--- src/rtl/clnx_spi_pkg.sv ---
// Shared constants, FSM state type and frame builder for the CTRL_SPI initiator.
package clnx_spi_pkg;

  localparam logic [7:0] OP_WR      = 8'h02;
  localparam logic [7:0] OP_RD      = 8'h03;
  localparam int         FRAME_BITS = 24;
  localparam int         BIT_W      = 5;

  typedef enum logic [2:0] {
    ST_IDLE,
    ST_SETUP,
    ST_SHIFT,
    ST_HOLD,
    ST_GAP
  } spi_state_e;

  // Read frames carry a zero data byte; the peripheral answers on MISO instead.
  function automatic logic [FRAME_BITS-1:0] build_frame(input logic       wr,
                                                        input logic [7:0] addr,
                                                        input logic [7:0] wdata);
    return {(wr ? OP_WR : OP_RD), addr, (wr ? wdata : 8'h00)};
  endfunction

endpackage

--- src/rtl/clnx_spi_sck_gen.sv ---
// SCK phase generator: CLK_DIV-cycle low/high phases per bit, bit counter and
// fall/rise/late-sample strobes that are high in the cycle SCK shows the event.
module clnx_spi_sck_gen
  import clnx_spi_pkg::*;
#(
  parameter int CLK_DIV = 4
) (
  input  logic             i_clk,
  input  logic             i_srst,
  input  logic             i_start,
  output logic             o_sck,
  output logic             o_fall,
  output logic             o_rise,
  output logic             o_late,
  output logic             o_done,
  output logic [BIT_W-1:0] o_bit
);

  localparam int               CW       = (CLK_DIV < 2) ? 1 : $clog2(CLK_DIV);
  localparam logic [CW-1:0]    CNT_LOAD = CW'(CLK_DIV - 1);
  localparam logic [BIT_W-1:0] BIT_TOP  = BIT_W'(FRAME_BITS - 1);

  logic             run_q, run_d;
  logic             sck_q, sck_d;
  logic [CW-1:0]    cnt_q, cnt_d;
  logic [BIT_W-1:0] bit_q, bit_d;

  always_ff @(posedge i_clk) begin
    if (i_srst) begin
      run_q <= 1'b0;
      sck_q <= 1'b1;
      cnt_q <= '0;
      bit_q <= BIT_TOP;
    end else begin
      run_q <= run_d;
      sck_q <= sck_d;
      cnt_q <= cnt_d;
      bit_q <= bit_d;
    end
  end

  // The first fall keeps bit 23; every later fall moves to the next bit.
  always_comb begin
    run_d = run_q;
    sck_d = sck_q;
    cnt_d = cnt_q;
    bit_d = bit_q;
    if (i_start) begin
      run_d = 1'b1;
      sck_d = 1'b0;
      cnt_d = CNT_LOAD;
      bit_d = BIT_TOP;
    end else if (run_q) begin
      if (cnt_q != '0) begin
        cnt_d = cnt_q - CW'(1);
      end else if (!sck_q) begin
        sck_d = 1'b1;
        cnt_d = CNT_LOAD;
      end else if (bit_q == '0) begin
        run_d = 1'b0;
        bit_d = BIT_TOP;
      end else begin
        sck_d = 1'b0;
        cnt_d = CNT_LOAD;
        bit_d = bit_q - BIT_W'(1);
      end
    end
  end

  assign o_sck  = sck_q;
  assign o_bit  = bit_q;
  assign o_fall = run_q && !sck_q && (cnt_q == CNT_LOAD);
  assign o_rise = run_q &&  sck_q && (cnt_q == CNT_LOAD);
  assign o_late = run_q &&  sck_q && (cnt_q == '0);
  assign o_done = o_late && (bit_q == '0);

endmodule

--- src/rtl/clnx_spi_ctrl_master.sv ---
// CTRL_SPI initiator: single-byte register read/write over a 24-bit mode-3 frame.
// Optional CLNX_SPI_LATE_SAMPLE_EN moves MISO sampling to the end of each SCK high phase.
//
// state    | meaning
// ST_IDLE  | ready for a request, CSN high
// ST_SETUP | CSN low, SCK high, bit 23 on MOSI for CS_SETUP cycles
// ST_SHIFT | 24 SCK periods, MOSI on falls, MISO sampled in high phase
// ST_HOLD  | CSN low, SCK high for CS_HOLD cycles
// ST_GAP   | CSN high for CS_HOLD cycles, response pulsed on entry
module clnx_spi_ctrl_master
  import clnx_spi_pkg::*;
#(
  parameter int CLK_DIV  = 4,
  parameter int CS_SETUP = 2,
  parameter int CS_HOLD  = 2
) (
  input  logic       i_clk,
  input  logic       i_srst,
  input  logic       i_req_valid,
  output logic       o_req_ready,
  input  logic       i_req_wr,
  input  logic [7:0] i_req_addr,
  input  logic [7:0] i_req_wdata,
  output logic       o_rsp_valid,
  output logic [7:0] o_rsp_rdata,
  output logic       o_spi_csn,
  output logic       o_spi_sck,
  output logic       o_spi_mosi,
  input  logic       i_spi_miso
);

  localparam int               TMR_MAX    = (CS_SETUP > CS_HOLD) ? CS_SETUP : CS_HOLD;
  localparam int               TW         = (TMR_MAX < 2) ? 1 : $clog2(TMR_MAX);
  localparam logic [TW-1:0]    SETUP_LOAD = TW'(CS_SETUP - 1);
  localparam logic [TW-1:0]    HOLD_LOAD  = TW'(CS_HOLD - 1);
  localparam logic [BIT_W-1:0] BIT_TOP    = BIT_W'(FRAME_BITS - 1);

  spi_state_e            state_q, state_d;
  logic [TW-1:0]         tmr_q, tmr_d;
  logic [FRAME_BITS-1:0] frame_q, frame_d;
  logic                  wr_q, wr_d;
  logic [7:0]            rx_q, rx_d;
  logic                  rsp_valid_q, rsp_valid_d;
  logic [7:0]            rdata_q, rdata_d;
  logic                  miso_s1_q, miso_s2_q;

  logic             start;
  logic             sck, fall, rise, late, done;
  logic [BIT_W-1:0] bit_idx;
  logic             shift_now;
  logic             sample;
  logic             unused_strobe;

  clnx_spi_sck_gen #(
    .CLK_DIV (CLK_DIV)
  ) u_sck_gen (
    .i_clk   (i_clk),
    .i_srst  (i_srst),
    .i_start (start),
    .o_sck   (sck),
    .o_fall  (fall),
    .o_rise  (rise),
    .o_late  (late),
    .o_done  (done),
    .o_bit   (bit_idx)
  );

`ifdef CLNX_SPI_LATE_SAMPLE_EN
  assign sample        = late;
  assign unused_strobe = rise;
`else
  assign sample        = rise;
  assign unused_strobe = late;
`endif

  assign shift_now = fall && (bit_idx != BIT_TOP);

  always_ff @(posedge i_clk) begin
    if (i_srst) begin
      state_q     <= ST_IDLE;
      tmr_q       <= '0;
      frame_q     <= '0;
      wr_q        <= 1'b0;
      rx_q        <= '0;
      rsp_valid_q <= 1'b0;
      rdata_q     <= '0;
      miso_s1_q   <= 1'b0;
      miso_s2_q   <= 1'b0;
    end else begin
      state_q     <= state_d;
      tmr_q       <= tmr_d;
      frame_q     <= frame_d;
      wr_q        <= wr_d;
      rx_q        <= rx_d;
      rsp_valid_q <= rsp_valid_d;
      rdata_q     <= rdata_d;
      miso_s1_q   <= i_spi_miso;
      miso_s2_q   <= miso_s1_q;
    end
  end

  always_comb begin
    state_d     = state_q;
    tmr_d       = tmr_q;
    frame_d     = frame_q;
    wr_d        = wr_q;
    rx_d        = rx_q;
    rsp_valid_d = 1'b0;
    rdata_d     = rdata_q;
    start       = 1'b0;

    if (shift_now) frame_d = {frame_q[FRAME_BITS-2:0], 1'b0};
    if (sample)    rx_d    = {rx_q[6:0], miso_s2_q};

    unique case (state_q)
      ST_IDLE: begin
        if (i_req_valid) begin
          state_d = ST_SETUP;
          tmr_d   = SETUP_LOAD;
          frame_d = build_frame(i_req_wr, i_req_addr, i_req_wdata);
          wr_d    = i_req_wr;
          rx_d    = '0;
        end
      end
      ST_SETUP: begin
        if (tmr_q == '0) begin
          state_d = ST_SHIFT;
          start   = 1'b1;
        end else begin
          tmr_d = tmr_q - TW'(1);
        end
      end
      ST_SHIFT: begin
        if (done) begin
          state_d = ST_HOLD;
          tmr_d   = HOLD_LOAD;
        end
      end
      ST_HOLD: begin
        if (tmr_q == '0) begin
          state_d     = ST_GAP;
          tmr_d       = HOLD_LOAD;
          rsp_valid_d = 1'b1;
          rdata_d     = wr_q ? 8'h00 : rx_q;
        end else begin
          tmr_d = tmr_q - TW'(1);
        end
      end
      ST_GAP: begin
        if (tmr_q == '0) state_d = ST_IDLE;
        else             tmr_d   = tmr_q - TW'(1);
      end
      default: state_d = ST_IDLE;
    endcase
  end

  // On a fall cycle the shift has not landed yet, so MOSI looks one bit ahead.
  always_comb begin
    o_spi_mosi = 1'b0;
    if (state_q == ST_SETUP) begin
      o_spi_mosi = frame_q[FRAME_BITS-1];
    end else if (state_q == ST_SHIFT) begin
      o_spi_mosi = shift_now ? frame_q[FRAME_BITS-2] : frame_q[FRAME_BITS-1];
    end
  end

  assign o_req_ready = (state_q == ST_IDLE) && !i_srst;
  assign o_spi_csn   = !((state_q == ST_SETUP) || (state_q == ST_SHIFT) || (state_q == ST_HOLD));
  assign o_spi_sck   = sck;
  assign o_rsp_valid = rsp_valid_q;
  assign o_rsp_rdata = rdata_q;

endmodule

--- config.mk ---
export PLATFORM = sky130hd
export DESIGN_NAME = clnx_spi_ctrl_master
export DESIGN_NICKNAME = d
export VERILOG_FILES = /design/src/rtl/clnx_spi_pkg.sv /design/src/rtl/clnx_spi_sck_gen.sv /design/src/rtl/clnx_spi_ctrl_master.sv
export SDC_FILE = /design/constraint.sdc
export NUM_CORES = 1
export LEC_CHECK = 0
export CAP_MARGIN = 20
export CORE_ASPECT_RATIO = 0.8
export CORE_MARGIN = 2
export CORE_UTILIZATION = 51
export CTS_CLUSTER_DIAMETER = 80
export CTS_CLUSTER_SIZE = 10
export DETAILED_ROUTE_END_ITERATION = 10
export PLACE_DENSITY = 0.84
export SETUP_SLACK_MARGIN = 0.02
export SLEW_MARGIN = 20
export SYNTH_ARGS = -nofsm -noshare
export SYNTH_HDL_FRONTEND = slang
export SYNTH_HIERARCHICAL = 1
export SYNTH_SLANG_ARGS = --single-unit
--- constraint.sdc ---
create_clock -name i_clk -period 3.05 [get_ports i_clk]
set_clock_uncertainty 0.15 [all_clocks]
set_input_delay 0.61 -clock i_clk [delete_from_list [all_inputs] [get_ports i_clk]]
set_output_delay 0.61 -clock i_clk [all_outputs]
set_load 0.01 [all_outputs]
======== Yosys cells after proc, flatten, opt, wreduce, memory -nomap -nowiden ========
Index checks and enable logic that the tools add are counted.
storage, ports and cells
  bits of input ports ..................... 21
  ROM bits ................................ 0
  bits in latches ......................... 0
  register bits after elaboration ......... 57
  logic and storage cells ................. 102
  output and inout bits ................... 13
  memories ................................ 0
  memory bits (writable) .................. 0
operators by class
  bitwise operators ....................... 3
  multiplexer cells ....................... 41
  multipliers ............................. 0
  reductions and logical operators ........ 29
  divide/modulo/power cells ............... 0
  shift operators ......................... 0
  add/subtract/negate cells ............... 3
  equal/unequal tests ..................... 13
  magnitude comparators ................... 0
operator list
  operator             count
  $mux 24              3
  $mux 8               5
  $mux 1               20
  $mux 3               5
  $pmux 3 s5           1
  $ne 2x2->1 const B   6
  $mux 2               5
  $logic_and 1x1->1    8
  $reduce_and 2->1     4
  $eq 3x2->1 const B   2
  $reduce_and 3->1     2
  $reduce_or 2->1      3
  $logic_not 5->1      1
  $mux 5               1
  $ne 5x5->1 const B   1
  $reduce_and 5->1     1
  $sub 5x1->5 const B  1
  $ne 4x4->1 const B   1
  $pmux 1 s4           1
  $reduce_bool 2->1    2
  $reduce_bool 4->1    1
  $eq 3x1->1 const B   1
  $eq 3x3->1 const B   1
  $logic_not 1->1      3
  7 further kinds      10

======== Longest topological paths before layout ========
  word-level depth ........................ 7
  gate-level depth with buffers ........... 8

======== Cells and area by module ========
The synthesis kept the hierarchy.
by module, submodules not included
  module                times used  cells an instance  area each (um^2)
  clnx_spi_ctrl_master  1           213                1925.6
  clnx_spi_sck_gen      1           55                 470.5

======== Worst setup path before layout ========
Ideal clock, no wire load.
  path kind ............................... reg-to-reg
  start point ............................. register u_sck_gen.bit_q[0], in the netlist u_sck_gen/o_bit[0]
  end point ............................... register tmr_q
  arrival ................................. 1881 ps
  buffers on the path ..................... 0
  required time ........................... 2797 ps
  clock period less this slack ............ 2134 ps
  slack ................................... 916 ps
  cell stages (with the launch flop) ...... 9
  path through ............................ dfxtp_1 -> inv_1 -> ha_1 -> or3b_2 -> or3_1 -> inv_1 -> a21oi_1 -> and3_1 -> a2111oi_2
on the way
  word-level cells in the longest chain between the ends .. 4
ends and longest elaborated chain
  what                               line                        text
  start, declared                    clnx_spi_sck_gen.sv:26      logic [BIT_W-1:0] bit_q, bit_d;
  start signal, assigned             clnx_spi_sck_gen.sv:38      bit_q <= bit_d;
  $logic_not 5->1                    clnx_spi_sck_gen.sv:75      assign o_done = o_late && (bit_q == '0);
  $logic_and 1x1->1                  clnx_spi_sck_gen.sv:75
  via done                           clnx_spi_ctrl_master.sv:48  logic sck, fall, rise, late, done;
  $ne 2x2->1 (no source line)        -
  $reduce_and 3->1 (no source line)  -
  end signal, assigned               clnx_spi_ctrl_master.sv:91  tmr_q <= tmr_d;
  end, declared                      clnx_spi_ctrl_master.sv:39  logic [TW-1:0] tmr_q, tmr_d;
The timed path passes the listed nets, and every way through them passes these cells.
A chain may end at the register's enable or synchronous reset.

======== Worst setup path in the final report ========
  start point ............................. register u_sck_gen.cnt_q[0]
  end point ............................... output port o_spi_mosi
on the way
  word-level cells in the longest chain between the ends .. 6
ends and longest elaborated chain
  what                    line                         text
  start, declared         clnx_spi_sck_gen.sv:25       logic [CW-1:0] cnt_q, cnt_d;
  start signal, assigned  clnx_spi_sck_gen.sv:37       cnt_q <= cnt_d;
  $eq 2x2->1              clnx_spi_sck_gen.sv:72       assign o_fall = run_q && !sck_q && (cnt_q == CNT_LOAD);
  $logic_and 1x1->1       clnx_spi_sck_gen.sv:72
  via fall                clnx_spi_ctrl_master.sv:48
  $logic_and 1x1->1       clnx_spi_ctrl_master.sv:76   assign shift_now = fall && (bit_idx != BIT_TOP);
  $mux 1                  clnx_spi_ctrl_master.sv:163  o_spi_mosi = shift_now ? frame_q[FRAME_BITS-2] : frame_q[FRAME_BITS-1];
  $mux 1                  clnx_spi_ctrl_master.sv:162  end else if (state_q == ST_SHIFT) begin
  $mux 1                  clnx_spi_ctrl_master.sv:160  if (state_q == ST_SETUP) begin
  end, declared           clnx_spi_ctrl_master.sv:28   output logic o_spi_mosi,
The timed path passes the listed nets, and every way through them passes these cells.

==> impl_metrics.py <==
metrics = {
    "run_status": {
        "status": "finished clean",
    },
    "worst_setup_path": {
        "critPathLaunchType": "flop",
        "crit_required_ns": 2.29,
        "slowest_delay_ns": 0.56,
        "critPathKind": "reg2out",
        "cp.arrival_ns": 2.11,
        "endpoint_kind": "output port",
        "path_cells": "ha_1 > nand2_1 > nor2_2 > o21a_1 > mux2i_1 > o21ai_1 > clkdlybuf4s50_1",
        "crit_slowest_cell": "clkdlybuf4s50_1",
        "crit_fanout": 3,
    },
    "synth": {
        "postSynthCellCount": 268,
        "synth_common_cells": "dfxtp_1, nand2_1, nor2_1, a21oi_1, a311oi_1",
        "synth.avg_cell_area_um2": 8.940,
        "synthFlopType": "dfxtp_1",
        "synth.net_count": 292,
        "synth_edf_count": 0,
        "synth-async-reset-ratio": 0,
        "ys_seq_elements": 57,
        "synthMostInstantiatedCell": "dfxtp_1",
        "synth.cell_area_um2": 2396,
        "post-synth-top-area-fraction": 0.4762,
        "synth.largest_area_cell": "dfxtp_1",
        "yosys_warnings": 6,
        "synth_cell_types": 48,
        "synthTopCellsByArea": "dfxtp_1, nand2_1, a311oi_1",
        "ys_seq_area_frac": 0.4762,
    },
    "clock_network": {
        "clock_latency_ns": 0.33,
        "cts-root-buf": "clkbuf_8",
        "cts_sinks": 57,
        "clock_path_buffers": 2,
        "cts_buffers": 9,
        "cts_max_level": 3,
        "cts_setup_buffers": 0,
        "clk_pin_slew_ns": 0.06,
        "cts_tree": "yes",
    },
    "die": {
        "row_count": 22,
        "core_um2": 4542,
        "die_y_um": 65.31,
        "start_util": 0.5275,
        "die_area_um2": 5266,
        "io_pins": 34,
        "fp.dieW_um": 80.64,
    },
    "grt": {
        "first_global_vias": 1897,
        "antenna_found_initial": 0,
        "grt_first_pass_wirelength_mm": 8.521,
        "grt-ovfl-total": 0,
        "grt_max_degree": 35,
        "gr-usage-all-layers": 0.2126,
    },
    "routing": {
        "first_pass_iters": 5,
        "drt-vias-per-instance": 5.478,
        "drt-total-wl_mm": 4.858,
        "drc": 0,
        "ant_nets": 0,
        "routedWlPerCell_um": 13.35,
        "drt-initial-drc-count": 154,
        "vias": 1994,
    },
    "timing": {
        "rsz0062_at_grt": "no",
        "worst_pin_slew_ns": 0.7573,
        "fmax_mhz": 348.4,
        "setup_viol": 0,
        "hold_viol": 0,
        "slew_violations": 0,
        "tns_ns": 0,
        "post-route-period-util": 0.9410,
        "max_slew_margin": 0.4950,
        "min_period_ns": 2.870,
    },
    "finish": {
        "nets": 324,
        "final_cells": 364,
        "syn_to_final_growth_pct": 23.29,
        "final_layout_size_suffix_gt1_frac": 0.1086,
        "diodes": 0,
    },
    "place": {
        "port_buffers": 33,
        "hpwl_mm": 3.242,
        "dp.cells": 349,
        "gp_congestion": 0.8693,
    },
    "pwr": {
        "power_density_nw_per_um2": 636.6,
        "p_leak_nw": 1.086,
        "ir_worst_vdd_v": 0.0004984,
    },
    "worst_hold_path": {
        "min_path_type": "reg2reg",
    },
    "job": {
        "cap_violations": 0,
    },
}
worst max-delay path, delay by kind of cell, from the launching register on:
family                   cells  cell delay, ns
buffers and inverters        1            0.56
multiplexers                 1            0.10
adder cells (fa/ha/maj)      1            0.19
flip-flops                   1            0.35
AND/OR/NAND/NOR              2            0.21
AO/OA/AOI/OAI                2            0.37
sequential cells by signal, summed over array words and instances (netlist names), named ones only:
| name | count |
|---|---|
| o_rsp_valid | 1 |
| frame_q | 23 |
| miso_s1_q | 1 |
| state_q | 3 |
| u_sck_gen/cnt_q | 2 |
| rx_q | 8 |
| o_rsp_rdata | 8 |
| tmr_q | 1 |
| u_sck_gen/o_bit | 5 |
| miso_s2_q | 1 |
| u_sck_gen/o_sck | 1 |
| u_sck_gen/run_q | 1 |
| wr_q | 1 |
path summary, 6_finish.rpt:
kind / start / to / slack [ns] / depth (start not counted)
max: u_sck_gen/cnt_q[0] / o_spi_mosi / 0.18 / 7
min: miso_s1_q / miso_s2_q / 0.31 / 1
max reg2reg: u_sck_gen/o_bit[0] / tmr_q / 0.73 / 8
min reg2reg: miso_s1_q / miso_s2_q / 0.31 / 1
area by class of cell:
type / count / area, um^2
Clock buffer: 9 / 123.9
Clock inverter: 6 / 83.83
Fill cell: 383 / 1588
Inverter: 10 / 37.54
Multi-Input combinational cell: 185 / 1132
Sequential cell: 57 / 1141
Tap cell: 60 / 75.07
Timing Repair Buffer: 37 / 360.3
cell usage in the layout (no fill, tap or decap), drive strengths merged, types with 6 or more instances in the layout:
cell,netlist,layout
a21oi,18,18
a22o,8,8
a311oi,15,15
clkbuf,1,9
clkdlybuf4s50,0,33
dfxtp,57,57
inv,10,10
mux2i,9,9
nand2,54,54
nand3,6,6
nor2,23,23
o21ai,6,6
per-stage QoR:
stage                 util  setup WS [ns]  instance area [um^2]  power, mW  hold slack, ns
finish              0.6504         0.1800                  2954      1.881          0.3069
global placement    0.6041         0.4801                  2744      1.145          0.2719
floorplan                -         0.9157                  2396      1.068          0.2638
global route        0.6504        0.04035                  2954      1.983          0.3249
CTS                 0.6499        0.06325                  2952      1.902          0.3106
detailed placement  0.6041         0.4421                  2744      1.157          0.2999
logic make-up after synthesis:
group | Yosys count | synth area share
simple gates | 107 | 0.2136
compound gates | 64 | 0.1974
flops | 57 | 0.4762
buf+inv | 26 | 0.05222
mux | 9 | 0.03760
fa+ha+maj | 3 | 0.01567
xor+xnor | 2 | 0.007312
power by group:
group          switching, mW  leakage (nW)  internal, mW
Clock                  0.288         0.109         0.452
Sequential            0.0556         0.465         0.806
Combinational          0.151         0.512         0.129
layer usage:
metal,up-vias,GRT usage,part of all wire,routed length (um)
met2,48,0.3323,0.48,2348
met4,0,0.07627,0.012,59
li1,1013,-,-,-
met1,929,0.2704,0.46,2237
met5,-,0,0,0
met3,4,0.07830,0.044,213
timing repair:
item / in CTS / in global routing
endpoints found under the setup margin: 0 / 1
hold buffers: 0 / 0
gates resized for setup: 0 / 2
Note: power is estimated with default switching activity, not from simulation.
